[src/rtl/ct_ciu_l2c_resp_buf_if.sv]
// L2C completion capture / CIU response channel bundle for one L2C bank.
interface ct_ciu_l2c_resp_buf_if;
    logic         l2c_ciu_cmplt;
    logic [4:0]   l2c_ciu_resp;
    logic [3:0]   l2c_ciu_cp;
    logic [4:0]   l2c_ciu_sid;
    logic [511:0] l2c_ciu_data;
    logic         ciu_resp_rdy;
    logic         ciu_resp_vld;
    logic [4:0]   ciu_resp_sid;
    logic [3:0]   ciu_resp_cp;
    logic [4:0]   ciu_resp_resp;
    logic [255:0] ciu_resp_data;
    logic         ciu_resp_last;
    logic         l2c_issue_stall;
    logic         resp_buf_empty;
    logic         resp_buf_ovf_err;

    modport slave (
        input  l2c_ciu_cmplt, l2c_ciu_resp, l2c_ciu_cp, l2c_ciu_sid,
        input  l2c_ciu_data, ciu_resp_rdy,
        output ciu_resp_vld, ciu_resp_sid, ciu_resp_cp, ciu_resp_resp,
        output ciu_resp_data, ciu_resp_last,
        output l2c_issue_stall, resp_buf_empty, resp_buf_ovf_err
    );

    modport master (
        output l2c_ciu_cmplt, l2c_ciu_resp, l2c_ciu_cp, l2c_ciu_sid,
        output l2c_ciu_data, ciu_resp_rdy,
        input  ciu_resp_vld, ciu_resp_sid, ciu_resp_cp, ciu_resp_resp,
        input  ciu_resp_data, ciu_resp_last,
        input  l2c_issue_stall, resp_buf_empty, resp_buf_ovf_err
    );
endinterface

[src/rtl/ct_ciu_l2c_resp_buf.sv]
// Captures L2C WB completions into a FIFO and drains them to the CIU
// response network as one or two 256-bit beats per entry.
module ct_ciu_l2c_resp_buf #(
    parameter int DEPTH    = 4,
    parameter int PTR_W    = 2,
    parameter int STALL_TH = 2
) (
    input logic                   forever_cpuclk,
    input logic                   cpurst,
    ct_ciu_l2c_resp_buf_if.slave  bus
);
    localparam int CNT_W = PTR_W + 1;

    typedef enum logic [1:0] {IDLE, BEAT0, BEAT1} state_t;

    state_t           state_q, state_d;
    logic [PTR_W-1:0] wr_ptr_q, rd_ptr_q;
    logic [CNT_W-1:0] count_q, count_d;
    logic             stall_q, ovf_q;
    logic             full, push, pop, head_cp0;

    logic [4:0]   sid_mem  [DEPTH];
    logic [4:0]   resp_mem [DEPTH];
    logic [3:0]   cp_mem   [DEPTH];
    logic [511:0] data_mem [DEPTH];

    assign full     = (count_q == CNT_W'(DEPTH));
    assign head_cp0 = cp_mem[rd_ptr_q][0];
    assign pop      = bus.ciu_resp_rdy &&
                      ((state_q == BEAT0 && !head_cp0) || state_q == BEAT1);
    // A full FIFO still accepts when the head leaves in the same cycle
    assign push     = bus.l2c_ciu_cmplt && (!full || pop);

    always_comb begin
        count_d = count_q;
        if (push && !pop)
            count_d = count_q + CNT_W'(1);
        else if (pop && !push)
            count_d = count_q - CNT_W'(1);
    end

    always_comb begin
        state_d = state_q;
        unique case (state_q)
            IDLE: begin
                if (count_d != '0)
                    state_d = BEAT0;
            end
            BEAT0: begin
                if (bus.ciu_resp_rdy) begin
                    if (head_cp0)
                        state_d = BEAT1;
                    else
                        state_d = (count_d != '0) ? BEAT0 : IDLE;
                end
            end
            BEAT1: begin
                if (bus.ciu_resp_rdy)
                    state_d = (count_d != '0) ? BEAT0 : IDLE;
            end
            default: state_d = IDLE;
        endcase
    end

    always_ff @(posedge forever_cpuclk or posedge cpurst) begin
        if (cpurst) begin
            state_q  <= IDLE;
            wr_ptr_q <= '0;
            rd_ptr_q <= '0;
            count_q  <= '0;
            stall_q  <= 1'b0;
            ovf_q    <= 1'b0;
        end else begin
            state_q <= state_d;
            count_q <= count_d;
            stall_q <= (DEPTH - int'(count_d)) <= STALL_TH;
            if (bus.l2c_ciu_cmplt && full && !pop)
                ovf_q <= 1'b1;
            if (push)
                wr_ptr_q <= (wr_ptr_q == PTR_W'(DEPTH - 1)) ?
                            '0 : wr_ptr_q + PTR_W'(1);
            if (pop)
                rd_ptr_q <= (rd_ptr_q == PTR_W'(DEPTH - 1)) ?
                            '0 : rd_ptr_q + PTR_W'(1);
        end
    end

    // Line data only loads for data-carrying completions
    always_ff @(posedge forever_cpuclk) begin
        if (push) begin
            sid_mem[wr_ptr_q]  <= bus.l2c_ciu_sid;
            resp_mem[wr_ptr_q] <= bus.l2c_ciu_resp;
            cp_mem[wr_ptr_q]   <= bus.l2c_ciu_cp;
            if (bus.l2c_ciu_cp[0])
                data_mem[wr_ptr_q] <= bus.l2c_ciu_data;
        end
    end

    always_comb begin
        bus.ciu_resp_vld  = (state_q != IDLE);
        bus.ciu_resp_sid  = '0;
        bus.ciu_resp_cp   = '0;
        bus.ciu_resp_resp = '0;
        bus.ciu_resp_data = '0;
        bus.ciu_resp_last = 1'b0;
        unique case (state_q)
            BEAT0: begin
                bus.ciu_resp_sid  = sid_mem[rd_ptr_q];
                bus.ciu_resp_cp   = cp_mem[rd_ptr_q];
                bus.ciu_resp_resp = resp_mem[rd_ptr_q];
                bus.ciu_resp_last = !head_cp0;
                if (head_cp0)
                    bus.ciu_resp_data = data_mem[rd_ptr_q][255:0];
            end
            BEAT1: begin
                bus.ciu_resp_sid  = sid_mem[rd_ptr_q];
                bus.ciu_resp_cp   = cp_mem[rd_ptr_q];
                bus.ciu_resp_resp = resp_mem[rd_ptr_q];
                bus.ciu_resp_last = 1'b1;
                bus.ciu_resp_data = data_mem[rd_ptr_q][511:256];
            end
            default: ;
        endcase
    end

    assign bus.l2c_issue_stall  = stall_q;
    assign bus.resp_buf_empty   = (count_q == '0) && (state_q == IDLE);
    assign bus.resp_buf_ovf_err = ovf_q;
endmodule
[src/flat_wrapper.sv]
// flat-port wrapper written by rule: the top's interface ports become plain ports
module ct_ciu_l2c_resp_buf_flat 
#(
    parameter int DEPTH    = 4,
    parameter int PTR_W    = 2,
    parameter int STALL_TH = 2
)
  (forever_cpuclk, cpurst, bus_l2c_ciu_cmplt, bus_l2c_ciu_resp, bus_l2c_ciu_cp, bus_l2c_ciu_sid, bus_l2c_ciu_data, bus_ciu_resp_rdy, bus_ciu_resp_vld, bus_ciu_resp_sid, bus_ciu_resp_cp, bus_ciu_resp_resp, bus_ciu_resp_data, bus_ciu_resp_last, bus_l2c_issue_stall, bus_resp_buf_empty, bus_resp_buf_ovf_err);
  ct_ciu_l2c_resp_buf_if bus_i ();
  input logic forever_cpuclk;
  input logic cpurst;
  input wire logic [$bits(bus_i.l2c_ciu_cmplt)-1:0] bus_l2c_ciu_cmplt;
  input wire logic [$bits(bus_i.l2c_ciu_resp)-1:0] bus_l2c_ciu_resp;
  input wire logic [$bits(bus_i.l2c_ciu_cp)-1:0] bus_l2c_ciu_cp;
  input wire logic [$bits(bus_i.l2c_ciu_sid)-1:0] bus_l2c_ciu_sid;
  input wire logic [$bits(bus_i.l2c_ciu_data)-1:0] bus_l2c_ciu_data;
  input wire logic [$bits(bus_i.ciu_resp_rdy)-1:0] bus_ciu_resp_rdy;
  output wire logic [$bits(bus_i.ciu_resp_vld)-1:0] bus_ciu_resp_vld;
  output wire logic [$bits(bus_i.ciu_resp_sid)-1:0] bus_ciu_resp_sid;
  output wire logic [$bits(bus_i.ciu_resp_cp)-1:0] bus_ciu_resp_cp;
  output wire logic [$bits(bus_i.ciu_resp_resp)-1:0] bus_ciu_resp_resp;
  output wire logic [$bits(bus_i.ciu_resp_data)-1:0] bus_ciu_resp_data;
  output wire logic [$bits(bus_i.ciu_resp_last)-1:0] bus_ciu_resp_last;
  output wire logic [$bits(bus_i.l2c_issue_stall)-1:0] bus_l2c_issue_stall;
  output wire logic [$bits(bus_i.resp_buf_empty)-1:0] bus_resp_buf_empty;
  output wire logic [$bits(bus_i.resp_buf_ovf_err)-1:0] bus_resp_buf_ovf_err;
  assign bus_i.l2c_ciu_cmplt = bus_l2c_ciu_cmplt;
  assign bus_i.l2c_ciu_resp = bus_l2c_ciu_resp;
  assign bus_i.l2c_ciu_cp = bus_l2c_ciu_cp;
  assign bus_i.l2c_ciu_sid = bus_l2c_ciu_sid;
  assign bus_i.l2c_ciu_data = bus_l2c_ciu_data;
  assign bus_i.ciu_resp_rdy = bus_ciu_resp_rdy;
  assign bus_ciu_resp_vld = bus_i.ciu_resp_vld;
  assign bus_ciu_resp_sid = bus_i.ciu_resp_sid;
  assign bus_ciu_resp_cp = bus_i.ciu_resp_cp;
  assign bus_ciu_resp_resp = bus_i.ciu_resp_resp;
  assign bus_ciu_resp_data = bus_i.ciu_resp_data;
  assign bus_ciu_resp_last = bus_i.ciu_resp_last;
  assign bus_l2c_issue_stall = bus_i.l2c_issue_stall;
  assign bus_resp_buf_empty = bus_i.resp_buf_empty;
  assign bus_resp_buf_ovf_err = bus_i.resp_buf_ovf_err;
  ct_ciu_l2c_resp_buf #(.DEPTH(DEPTH), .PTR_W(PTR_W), .STALL_TH(STALL_TH)) u_core (.forever_cpuclk(forever_cpuclk), .cpurst(cpurst), .bus(bus_i));
endmodule
[config.mk]
export PLATFORM = sky130hd
export DESIGN_NAME = ct_ciu_l2c_resp_buf_flat
export DESIGN_NICKNAME = d
export VERILOG_FILES = /design/src/rtl/ct_ciu_l2c_resp_buf_if.sv /design/src/rtl/ct_ciu_l2c_resp_buf.sv /design/src/flat_wrapper.sv
export SDC_FILE = /design/constraint.sdc
export NUM_CORES = 1
export LEC_CHECK = 0
export ABC_AREA = 0
export ABC_CLOCK_PERIOD_IN_PS = 18800
export BUFFER_PORTS_ARGS = -buffer_cell sky130_fd_sc_hd__buf_4
export CORE_MARGIN = 5
export CORE_UTILIZATION = 61
export CTS_BUF_LIST = sky130_fd_sc_hd__clkbuf_8
export CTS_CLUSTER_DIAMETER = 60
export DETAILED_ROUTE_END_ITERATION = 6
export PLACE_DENSITY_LB_ADDON = 0.1
export SYNTH_ARGS = -nofsm -noshare
export SYNTH_HDL_FRONTEND = slang
export SYNTH_SLANG_ARGS = --single-unit
[constraint.sdc]
create_clock -name forever_cpuclk -period 18.8 [get_ports forever_cpuclk]
set_input_delay 0.94 -clock forever_cpuclk [delete_from_list [all_inputs] [get_ports forever_cpuclk]]
set_output_delay 0.94 -clock forever_cpuclk [all_outputs]
set_load 0.02 [all_outputs]
==> impl_metrics.tcl <==
set metrics [dict create \
    finalHoldViolCount 0 \
    grt-ovfl-total 0 \
    max_cap_viol_count 0 \
    first_pass_iters 6 \
    syn-num-nets 4008 \
    die_y_um 373.5 \
    drc 0 \
    die_w_um 373.5 \
    ir_worst_vdd_uv 161.8 \
    cts_sinks 2115 \
    tightest_slew_ps 1154 \
    postRouteWirelength_um 183800 \
    final_common_cell "edfxtp_1" \
    ys_seq_area_share_pct 78.72 \
    grt_pass1_wl_um 269600 \
    p_clk_share_pct 25.4 \
    grtUsageTotal_pct 26.16 \
    power-per-cell-area_nw_per_um2 141.7 \
    end_kind "output pin" \
    start_kind "register" \
    period_minus_slack_ps 6826 \
    hold_path_class "in2reg" \
    via_per_inst 6.061 \
    design.portCount 805 \
    p_seq_share_pct 44.1 \
    portBuffers 804 \
    cts_tree "done" \
    fin_setup_tns_ps 0 \
    gp_congestion 0.7874 \
    cp.required_ps 17860 \
    synth_edf_count 2104 \
    ys_seq_elements 2115 \
    die-area_um2 139500 \
    rows 133 \
    finalClockSkew_ps 54.34 \
    ys.flop_type "edfxtp_1" \
    maxSlewHeadroom_pct 23.09 \
    min_period_over_period_pct 36.31 \
    drtIter0Drc 3829 \
    clockBufferDepth 4 \
    antenna_found_initial 81 \
    grt_max_degree 176 \
    dp_hpwl_um 111200 \
    htree_levels 5 \
    status "complete, no violations" \
    crit_path_cell_trace "mux2_1 > nor2_1 > a21oi_1 > and2_4 > buf_4 > buf_4 > buf_4 > a22oi_1 > nor2b_1 > buf_4" \
    netlist_area_um2 80610 \
    nets 4999 \
    antenna_left 0 \
    critPathMaxStageDelay_ps 1030 \
    swShare_pct 30.49 \
    root_buffer "clkbuf_8" \
    cts_resized 0 \
    comb_power_share_pct 30.5 \
    cp.arrival_ps 5890 \
    fmax_mhz 146.5 \
    final_util_pct 71.64 \
    setup_viol 0 \
    synthDistinctLibCells 41 \
    p_leak_nw 31.12 \
    path_max_fanout 63 \
    dr_total_vias 39347 \
    clkSlewWorstSetupHoldPaths_ps 60 \
    clock_latency_ps 960 \
    final_cell_mix "edfxtp_1, buf_4, mux4_2, clkbuf_8, nor2b_1" \
    syn_inst 3464 \
    cts_made_buffers 341 \
    p_total_mw 13.34 \
    async_reset_ff_share_pct 0.5201 \
    synth_area_per_cell_um2 23.27 \
    rsz0062_at_grt "false" \
    syn2layout_area_growth_pct 16.84 \
    power_switching_mw 4.069 \
    cp_common_cell "buf_4" \
    crit_type "reg2out" \
    drive_above_1_share_pct 38.02 \
    yosysWarningCount 0 \
    critical_path.top_delay_family "buffers and inverters" \
    cp_num_buf_inv 4 \
    slowest_stage "dfrtp_4" \
    grt_pass1_vias 40818 \
    core_um2 131500 \
    intPower_mw 9.275 \
    slew_viol_final 0 \
    start_util_pct 61.32 \
    holdWs_ps 142.2 \
    route.detailed.wl_per_inst_um 28.32 \
]
[cell families after synthesis]
family,synth area share (%)
AO/OA/AOI/OAI,2.583
XOR/XNOR,0.02018
AND/OR/NAND/NOR,2.334
adder cells (fa/ha/maj),0.2173
multiplexers,14.77
buffers and inverters,1.364
flip-flops,78.72
[final timing paths]
check                                                   startpoint                                       to  slack, ps  cells after the start
max                                 u_core.rd_ptr_q[1]$_DFFE_PP0N_                   bus_ciu_resp_data[118]      11970                     10
min in group asynchronous                                   cpurst            u_core.state_q[0]$_DFFE_PP0P_        530                      3
max reg2reg                         u_core.rd_ptr_q[0]$_DFFE_PP0N_         u_core.data_mem[0][55]$_DFFE_PP_      12150                      8
min                                          bus_l2c_ciu_data[495]        u_core.data_mem[2][495]$_DFFE_PP_        140                      1
min reg2reg                u_core.bus.resp_buf_ovf_err$_DFFE_PP0P_  u_core.bus.resp_buf_ovf_err$_DFFE_PP0P_        480                      1
max in group asynchronous                                   cpurst           u_core.rd_ptr_q[0]$_DFFE_PP0N_      17920                      3
[worst reg2reg max path: cells and delay by family, from the launching register on]
kind            cells  cell delay [ps]
compound gates      2              650
buf+inv             4             3300
flops               1             1000
simple gates        2             1280
[metrics by stage]
step                      setup slack [ps]  instance area, um2  std cells
after CTS                            11710               94020       6424
after floorplan                       4393               80610       3464
after global placement               12010               88340       5866
final                                11970               94190       6492
after detailed placement             11990               88340       5866
after global routing                 11550               94100       6459
[layout make-up]
cell class / count / area [um2]
Inverter: 12 / 45.04
Antenna cell: 68 / 170.2
Tap cell: 1755 / 2196
Sequential cell: 2115 / 63460
Multi-Input combinational cell: 1129 / 16110
Clock inverter: 211 / 903.4
Clock buffer: 346 / 4762
Timing Repair Buffer: 856 / 6541
Fill cell: 7899 / 37280
[power by group through the flow]
stage	combinational [mW]	clock, mW	sequential [mW]
6_report	4.07	3.39	5.88
3_5_place_dp	4.12	0	5.99
2_1_floorplan	2.84	0	6.18
4_1_cts	4.14	3.46	5.89
3_3_place_gp	4.12	0	5.96
5_1_grt	4.33	3.69	5.92
[state kept, by name, summed over array words and instances, names as in the netlist]
| name | flops |
|---|---|
| u_core.data_mem | 2048 |
| u_core.resp_mem | 20 |
| u_core.sid_mem | 20 |
| u_core.cp_mem | 16 |
| u_core.count_q | 3 |
| u_core.rd_ptr_q | 2 |
| u_core.state_q | 2 |
| u_core.wr_ptr_q | 2 |
| u_core.bus.l2c_issue_stall | 1 |
| u_core.bus.resp_buf_ovf_err | 1 |
[synth_stat cells, types with 2 or more instances]
master | number | area share [%]
edfxtp_1 | 2104 | 78
mux4_2 | 525 | 15
nor2b_1 | 257 | 2.0
a22oi_1 | 256 | 2.4
clkbuf_1 | 84 | 0.39
buf_2 | 75 | 0.47
buf_1 | 24 | 0.11
buf_6 | 23 | 0.32
and2_1 | 20 | 0.16
ha_1 | 14 | 0.22
dfrtp_1 | 11 | 0.34
inv_1 | 11 | 0.051
nand2_1 | 10 | 0.047
nor2_1 | 7 | 0.033
and3_1 | 5 | 0.039
o21ai_0 | 5 | 0.031
a21oi_1 | 2 | 0.012
a22o_1 | 2 | 0.022
buf_4 | 2 | 0.019
mux2_1 | 2 | 0.028
mux2_2 | 2 | 0.028
mux2i_1 | 2 | 0.025
nand2b_1 | 2 | 0.016
o21ai_1 | 2 | 0.012
[layer usage]
| metal | GRT usage [%] | wire length, um | vias up |
|---|---|---|---|
| li1 | - | - | 16762 |
| met1 | 34.79 | 68980 | 20566 |
| met2 | 40.44 | 90430 | 1631 |
| met3 | 9.177 | 18000 | 352 |
| met4 | 10.56 | 6176 | 36 |
| met5 | 0 | 243 | - |
[repair_timing]
| item | in CTS | in global routing |
|---|---|---|
| hold buffers | 1 | 0 |
| hold endpoints to repair | 11 | 0 |
| setup buffers | 0 | 0 |
Power figures use the tool's default switching activity.
